<file path="src/rtl/window_averager.sv">
// Streaming window averager: pops a show-ahead FIFO, sums 2^LOG2_N samples,
// and emits one truncated or rounded average per window over valid/ready.
module window_averager #(
    parameter int DATA_W = 8,
    parameter int LOG2_N = 2,
    parameter bit ROUND  = 1'b0
) (
    input  logic              clk_2,
    input  logic              reset_n,
    input  logic              fifo_empty,
    input  logic [DATA_W-1:0] data_in,
    output logic              fifo_rd,
    input  logic              clear,
    output logic [DATA_W-1:0] avg_data,
    output logic              avg_valid,
    input  logic              avg_ready,
    output logic [LOG2_N-1:0] sample_cnt
);

    localparam int ACC_W = DATA_W + LOG2_N;
    localparam logic [ACC_W-1:0] HALF =
        ROUND ? (ACC_W'(1) << (LOG2_N - 1)) : '0;
    localparam logic [LOG2_N-1:0] LAST = '1;

    logic [ACC_W-1:0]  acc;
    logic [ACC_W-1:0]  sample_ext;
    logic [ACC_W-1:0]  sum;
    logic [ACC_W-1:0]  rounded;
    logic [DATA_W-1:0] avg_next;
    logic              last;
    logic              stall;

    // Zero-extended head sample and the running/final window sums
    assign sample_ext = ACC_W'(data_in);
    assign sum        = acc + sample_ext;
    assign rounded    = sum + HALF;
    assign avg_next   = DATA_W'(rounded >> LOG2_N);

    // Only the closing pop of a window waits behind an unaccepted result
    assign last    = (sample_cnt == LAST);
    assign stall   = last && avg_valid && !avg_ready;
    assign fifo_rd = reset_n && !clear && !fifo_empty && !stall;

    // Accumulate, close windows, and run the result handshake
    always_ff @(posedge clk_2 or negedge reset_n) begin
        if (!reset_n) begin
            acc        <= '0;
            sample_cnt <= '0;
            avg_data   <= '0;
            avg_valid  <= 1'b0;
        end else if (clear) begin
            sample_cnt <= '0;
            avg_valid  <= 1'b0;
        end else begin
            if (avg_valid && avg_ready) begin
                avg_valid <= 1'b0;
            end
            if (fifo_rd) begin
                if (last) begin
                    avg_data   <= avg_next;
                    avg_valid  <= 1'b1;
                    sample_cnt <= '0;
                end else begin
                    acc        <= (sample_cnt == '0) ? sample_ext : sum;
                    sample_cnt <= sample_cnt + LOG2_N'(1);
                end
            end
        end
    end

endmodule

</file>
<file path="config.mk">
export PLATFORM = sky130hd
export DESIGN_NAME = window_averager
export DESIGN_NICKNAME = d
export VERILOG_FILES = /design/src/rtl/window_averager.sv
export SDC_FILE = /design/constraint.sdc
export NUM_CORES = 1
export LEC_CHECK = 0
export ABC_AREA = 0
export CAP_MARGIN = 20
export CORE_MARGIN = 2
export CORE_UTILIZATION = 28
export DETAILED_ROUTE_END_ITERATION = 8
export GPL_ROUTABILITY_DRIVEN = 0
export PLACE_DENSITY = 0.54
export SLEW_MARGIN = 10
export SYNTH_ARGS = -nofsm -noshare
export SYNTH_HDL_FRONTEND = slang
export SYNTH_SLANG_ARGS = --single-unit
</file>
<file path="constraint.sdc">
create_clock -name clk_2 -period 2.45 [get_ports clk_2]
set_input_delay 0.6125 -clock clk_2 [delete_from_list [all_inputs] [get_ports clk_2]]
set_output_delay 0.6125 -clock clk_2 [all_outputs]
set_load 0.01 [all_outputs]
</file>
==> flow_metrics.py <==
metrics = {
    "drt": {
        "post_drt_wl_per_cell_microns": 13.5,
        "drt-total-wl_mm": 3.16,
        "drc": 0,
        "drt_first_pass_iters": 4,
        "routed-via-count": 1158,
        "drt_iter0_drc": 31,
        "viasPerCell": 4.95,
        "drtAntennaViolNets": 0,
    },
    "timing": {
        "rsz0062_at_grt": "false",
        "hold_viol_final": 0,
        "drv_slew": 0,
        "worst_clock_skew_ps": 3.22,
        "finalSetupViolCount": 0,
        "finalCritPeriodShare_pct": 97.0,
        "fmax_ghz": 0.421,
        "relSlewSlack_pct": 63.9,
        "finalCriticalPeriod_ps": 2380,
        "fin_tns_setup_ps": 0,
        "tightest_slew_ps": 542,
    },
    "floorplan": {
        "ios": 25,
        "die_area_sq_mm": 0.00526,
        "dieWidth_microns": 72.5,
        "initial_core_util_pct": 29.6,
        "die_h_microns": 72.5,
        "row_count": 24,
        "core_sq_mm": 0.00444,
    },
    "grt": {
        "track_usage_pct": 13.3,
        "grt_start_max_net_pins": 24,
        "antenna_found_initial": 0,
        "grt.overflow.total": 0,
        "grt_pass1_vias": 1221,
        "grt_pass1_wl_mm": 5.44,
    },
    "finish": {
        "diodes": 0,
        "layout_commonest_cell": "clkdlybuf4s50_1",
        "final_nets": 207,
        "layout-drive-gt1-share_pct": 19.2,
        "layout_common_cells": "22 x clkdlybuf4s50_1, 21 x dfrtp_1, 18 x buf_4",
        "final_core_util_pct": 40.9,
        "finalNonFillerCells": 234,
        "areaGrowthSynthToFinish_pct": 38.2,
    },
    "pwr": {
        "finalPower_mw": 1.19,
        "p_leak_nw": 0.842,
        "power.density_mw_per_mm2": 653,
        "peakVddDrop_mv": 0.205,
    },
    "yosys": {
        "synth.distinct_cells": 40,
        "synth_fp_nets": 162,
        "ys_seq_elements": 21,
        "synth_cells": 138,
        "synth.area.top_cells": "dfrtp_1 40%, ha_1 9.5%, o21ai_0 6.1%",
        "synth_top_area_cell": "dfrtp_1",
        "syn_area_per_cell_sq_um": 9.53,
        "yosysTopAreaCellShare_pct": 40.0,
        "yosysWarnings": 0,
        "synth_area_sq_mm": 0.00132,
        "yosysSeqAreaShare_pct": 40.0,
    },
    "clock_network": {
        "cts_root_buffer": "clkbuf_8",
        "cts_hold_buf": 0,
        "cts.reportedPaths.clkPinSlew_ps": 80,
        "cts_buffer_depth": 2,
        "cts_buffers": 3,
        "cts_sinks": 21,
        "cts_setup_buffers": 0,
        "cts_tree": "yes",
        "cts_max_level": 1,
        "clock_latency_ps": 260,
    },
    "critical_path": {
        "worstPathRequired_ps": 1840,
        "crit_family": "buffers and inverters",
        "path_cells": "clkdlybuf4s50_1, nor3b_4, o21ai_2, inv_1, clkdlybuf4s15_1",
        "cp-start-kind": "primary input",
        "path_class": "primary input to output port",
        "crit_fanout": 2,
        "critical_path_arrival_ps": 1760,
        "path_buf_inv": 3,
        "critPathCaptureType": "output port",
        "slowest_delay_ps": 530,
        "crit_slowest_cell": "clkdlybuf4s50_1",
    },
    "outcome": {
        "outcome": "complete, no violations",
    },
    "flow_run": {
        "maxCapViolations": 0,
    },
    "placement": {
        "place_inst": 230,
        "dpl.hpwl_mm": 2.48,
        "io_buffers": 24,
    },
    "worst_hold_path": {
        "min_path_type": "flip-flop to flip-flop",
    },
}
==> flip-flops by register name (all words and copies together), names as in the netlist <==
signal	count
sample_cnt	2
avg_data	8
acc	10
avg_valid	1
==> worst min-delay path: stages, from the launching register on <==
cell and delay [ps]:
dfrtp_1 350, nand2_1 40, o21ai_0 60
==> metal layers <==
layer,vias to the layer above,wire length (microns),global-route usage [%]
met3,6,64,1.81
met5,-,0,0
met4,0,77,6.79
met1,550,1470,16.3
li1,582,-,-
met2,20,1550,22.8
==> power by group <==
part	internal, mW	switching [mW]
Sequential	0.401	0.0408
Clock	0.114	0.123
Combinational	0.261	0.249
==> cells by family (layout without fill, tap and decap cells) <==
family | after synthesis | count (layout) | synth area share, %
xor gates and xnor gates | 7 | 7 | 4.66
DFF | 21 | 21 | 40.0
buffers and inverters | 11 | 55 | 4.09
muxes | 5 | 5 | 4.00
AOI/OAI and AO/OA | 42 | 42 | 19.4
and+or+nand+nor | 41 | 41 | 16.8
adders and majority gates | 11 | 11 | 11.0
==> through the flow <==
step / area [sq um] / worst slack [ps] / hold WS [ps]
final: 1820 / 72.6 / 481
after global routing: 1820 / 5.01 / 524
after CTS: 1790 / 18.4 / 490
after detailed placement: 1740 / -308 / 471
after global placement: 1740 / -250 / 463
after floorplan: 1320 / 331 / 317
==> Yosys cell counts, drive strengths merged <==
| cell type | n |
|---|---|
| or3 | 2 |
| dfrtp | 21 |
| clkbuf | 1 |
| fa | 1 |
| and4 | 1 |
| xor2 | 2 |
| o211a | 1 |
| xnor2 | 5 |
| o21a | 1 |
| dlygate4sd1 | 1 |
| nand2 | 16 |
| nor3 | 1 |
| nor3b | 2 |
| buf | 1 |
| a21boi | 1 |
| o21ai | 17 |
| a21oi | 10 |
| nand3 | 5 |
| o31ai | 2 |
| mux2i | 3 |
| mux2 | 2 |
| a22o | 2 |
| or3b | 1 |
| and3b | 1 |
| a211oi | 2 |
| nor2b | 1 |
| a21o | 2 |
| a211o | 1 |
| inv | 8 |
| and3 | 2 |
| nand4b | 1 |
| nand2b | 2 |
| o211ai | 3 |
| ha | 10 |
| nor2 | 5 |
| nand3b | 1 |
==> path summary, 6_finish.rpt <==
kind | start | end | slack, ps | cells past startpoint
worst max register to register | acc[1] | avg_data[5] | 590 | 6
max in group asynchronous | reset_n | avg_data[0] | 1510 | 2
worst min register to register | avg_data[3] | avg_data[3] | 480 | 2
worst min-delay path | avg_data[3] | avg_data[3] | 480 | 2
worst max-delay path | reset_n | fifo_rd | 70 | 5
min in group asynchronous | reset_n | acc[9] | 750 | 2
==> repair_timing <==
| item | CTS | global route |
|---|---|---|
| endpoints found under the setup margin | 2 | 9 |
| gates resized for setup | 4 | 7 |
| pin swaps | 1 | 0 |
==> area by class of cell <==
type	instances	area, sq um
fill	456	2630
multi-input combinational	106	766
timing repair buffer	43	385
tap	52	65.1
clock buffer	3	41.3
sequential	21	526
clock inverter	1	5.00
inverter	8	30.0
Note: power is estimated with default switching activity, not from simulation.
==> edit, RTL diff (same flow settings) <==
Set the parameter `ROUND` to 1'b1 (it was 1'b0).
--- a/src/rtl/window_averager.sv
+++ b/src/rtl/window_averager.sv
@@ -5,3 +5,3 @@
     parameter int LOG2_N = 2,
-    parameter bit ROUND  = 1'b0
+    parameter bit ROUND  = 1'b1
 ) (
Behaviour: not the same (a bounded check fails within 10 cycles, from zero or initial values and one cycle with reset_n low).
==> edit against the unedited design <==
  * The run now ends with negative setup slack left
  * Synthesized cell count rose by 21%
  * Setup slack worse by 0.088 ns
  * Routed wire length grew 24%
  * Critical endpoint is now avg_data[7]
  * Area after synthesis is 13% higher
  * Sequential cell count unchanged
  * Design area is 35% higher
  * Maximum frequency is 3.6% lower
Power is not compared: it rests on default switching activity, and its combinational part moved more than twofold at a synthesized area within 25%.
==> edit: results <==
metrics = {
    "status": {
        "outcome": "finished with violations",
        "violations": "negative setup slack",
    },
    "cts": {
        "clk_pin_slew_worst_paths_ns": 0.09,
        "cts-htree-levels": 1,
        "clockBufferDepth": 2,
        "clockRootBuffer": "clkbuf_8",
        "numCtsBuffers": 3,
        "clkLatencyLatePin_ns": 0.27,
    },
    "logic_synthesis": {
        "synth-seq-area-share": 0.354,
        "syn-num-nets": 192,
        "yosysUniqueCellTypes": 42,
        "async_reset_ff_frac": 1.00,
        "yosys-top-cells-count": "dfrtp_1, nand2_1, o21ai_0, ha_1, inv_1",
        "synth-warning-count": 0,
        "yosys_most_used_dff": "dfrtp_1",
        "synth_area_leaders": "dfrtp_1, ha_1, xnor2_1",
    },
    "route": {
        "wirelength_um": 3920,
        "vias": 1462,
        "dr.pass1.iters": 4,
        "drt_iter0_markers": 31,
    },
    "global_route": {
        "grtUsageTotal": 0.139,
        "use_met3": 0.0318,
        "use_met1": 0.165,
        "use_met2": 0.250,
        "antenna_found_initial": 0,
        "grt_pass1_wl_um": 6670,
        "grt_max_degree": 24,
    },
    "sta": {
        "slew_headroom": 0.593,
        "worst_slack_ns": -0.0151,
        "finalSetupViolCount": 1,
        "setup_tns_ns": -0.0151,
        "skew_ns": 0.00174,
    },
    "layout": {
        "drive_gt1_frac": 0.368,
        "top_regs": "acc: 10 flops, avg_data: 8 flops, sample_cnt: 2 flops",
        "antennaDiodeCount": 0,
        "fillers": 518,
        "final_nets": 268,
    },
    "placed_design": {
        "buffer_ports.inserted": 24,
        "dp_hpwl_um": 2950,
    },
    "worst_setup_path": {
        "reg2regPathDepth": 10,
        "r2r_start": "acc[0]",
        "crit_start": "data_in[2]",
        "critPathMaxFanout": 5,
        "arrival_ns": 2.66,
    },
    "power_and_ir_drop": {
        "irDropWorstVdd_mv": 0.281,
        "leakage_nw": 1.12,
    },
    "min_path": {
        "hp-start": "avg_data[0]",
        "hp-class": "reg -> reg",
        "holdPathStages": 2,
    },
}
edit: changes by cell type in the layout (fill, tap and decap cells not counted), sizes merged, moves of 4 or more:
cell / before / now
buf: 19 / 52
clkdlybuf4s50: 22 / 14
nor2: 5 / 10
a31oi: 0 / 4
nand2: 16 / 20
nor3: 1 / 5
xnor2: 5 / 9
edit: logic make-up after synthesis:
kind of cell	share of synthesized area
and+or+nand+nor	0.181
xor gates and xnor gates	0.0649
buffers and inverters	0.0354
adders and majority gates	0.106
muxes	0.0421
DFF	0.354
AOI/OAI and AO/OA	0.217
edit: layout make-up:
cell class	count	area [um2]	share of cell area
multi-input cells	132	1130	0.460
well taps	70	87.6	0.0358
flip-flops and latches	21	526	0.215
inverters	11	41.3	0.0169
clock buffers	3	41.3	0.0169
repair buffers	74	622	0.254
clock inverters	1	5.00	0.00204
edit: repair_timing:
item                                    CTS  global route
pin swaps                                17            11
gates resized for setup                  35            13
setup buffers                             5             1
endpoints found under the setup margin   13             6
edit: path summary, 6_finish.rpt:
kind | end | slack, ns
setup / recovery | avg_data[7] | -0.02
max in group asynchronous | avg_data[5] | 1.64
setup reg to reg | avg_data[6] | 0.03
min in group asynchronous | acc[0] | 0.57
hold reg to reg | avg_data[0] | 0.48
hold / removal | avg_data[0] | 0.48
edit: stage by stage:
step                      setup WS [ns]   util  cell area, um2  std cells  hold WS, ns
final                           -0.0151  0.480            2450        312        0.482
after global routing            -0.0941  0.480            2450        312        0.533
after CTS                        -0.114  0.470            2400        311        0.493
after detailed placement         -0.768  0.427            2180        302        0.470
after global placement           -0.747  0.427            2180        302        0.461
after floorplan                 -0.0966      -            1520        167        0.317
edit: worst max-delay path, cell delays in order:
cell and delay (ns):
dlygate4sd2_1 0.27, ha_4 0.18, a21o_1 0.19, a221oi_4 0.38
a2111o_1 0.19, o211ai_1 0.12, or4_4 0.55, a31oi_1 0.17
edit: report_power, final:
group / internal, W / total (W) / switching, W
Clock: 0.000114 / 0.000245 / 0.000131
Combinational: 0.000578 / 0.00103 / 0.000455
Sequential: 0.000384 / 0.000419 / 0.0000344
edit: routing by layer:
layer,part of all wire,up-vias
met5,0,-
met4,0.013,0
met3,0.037,6
met2,0.49,22
met1,0.46,687
li1,-,747
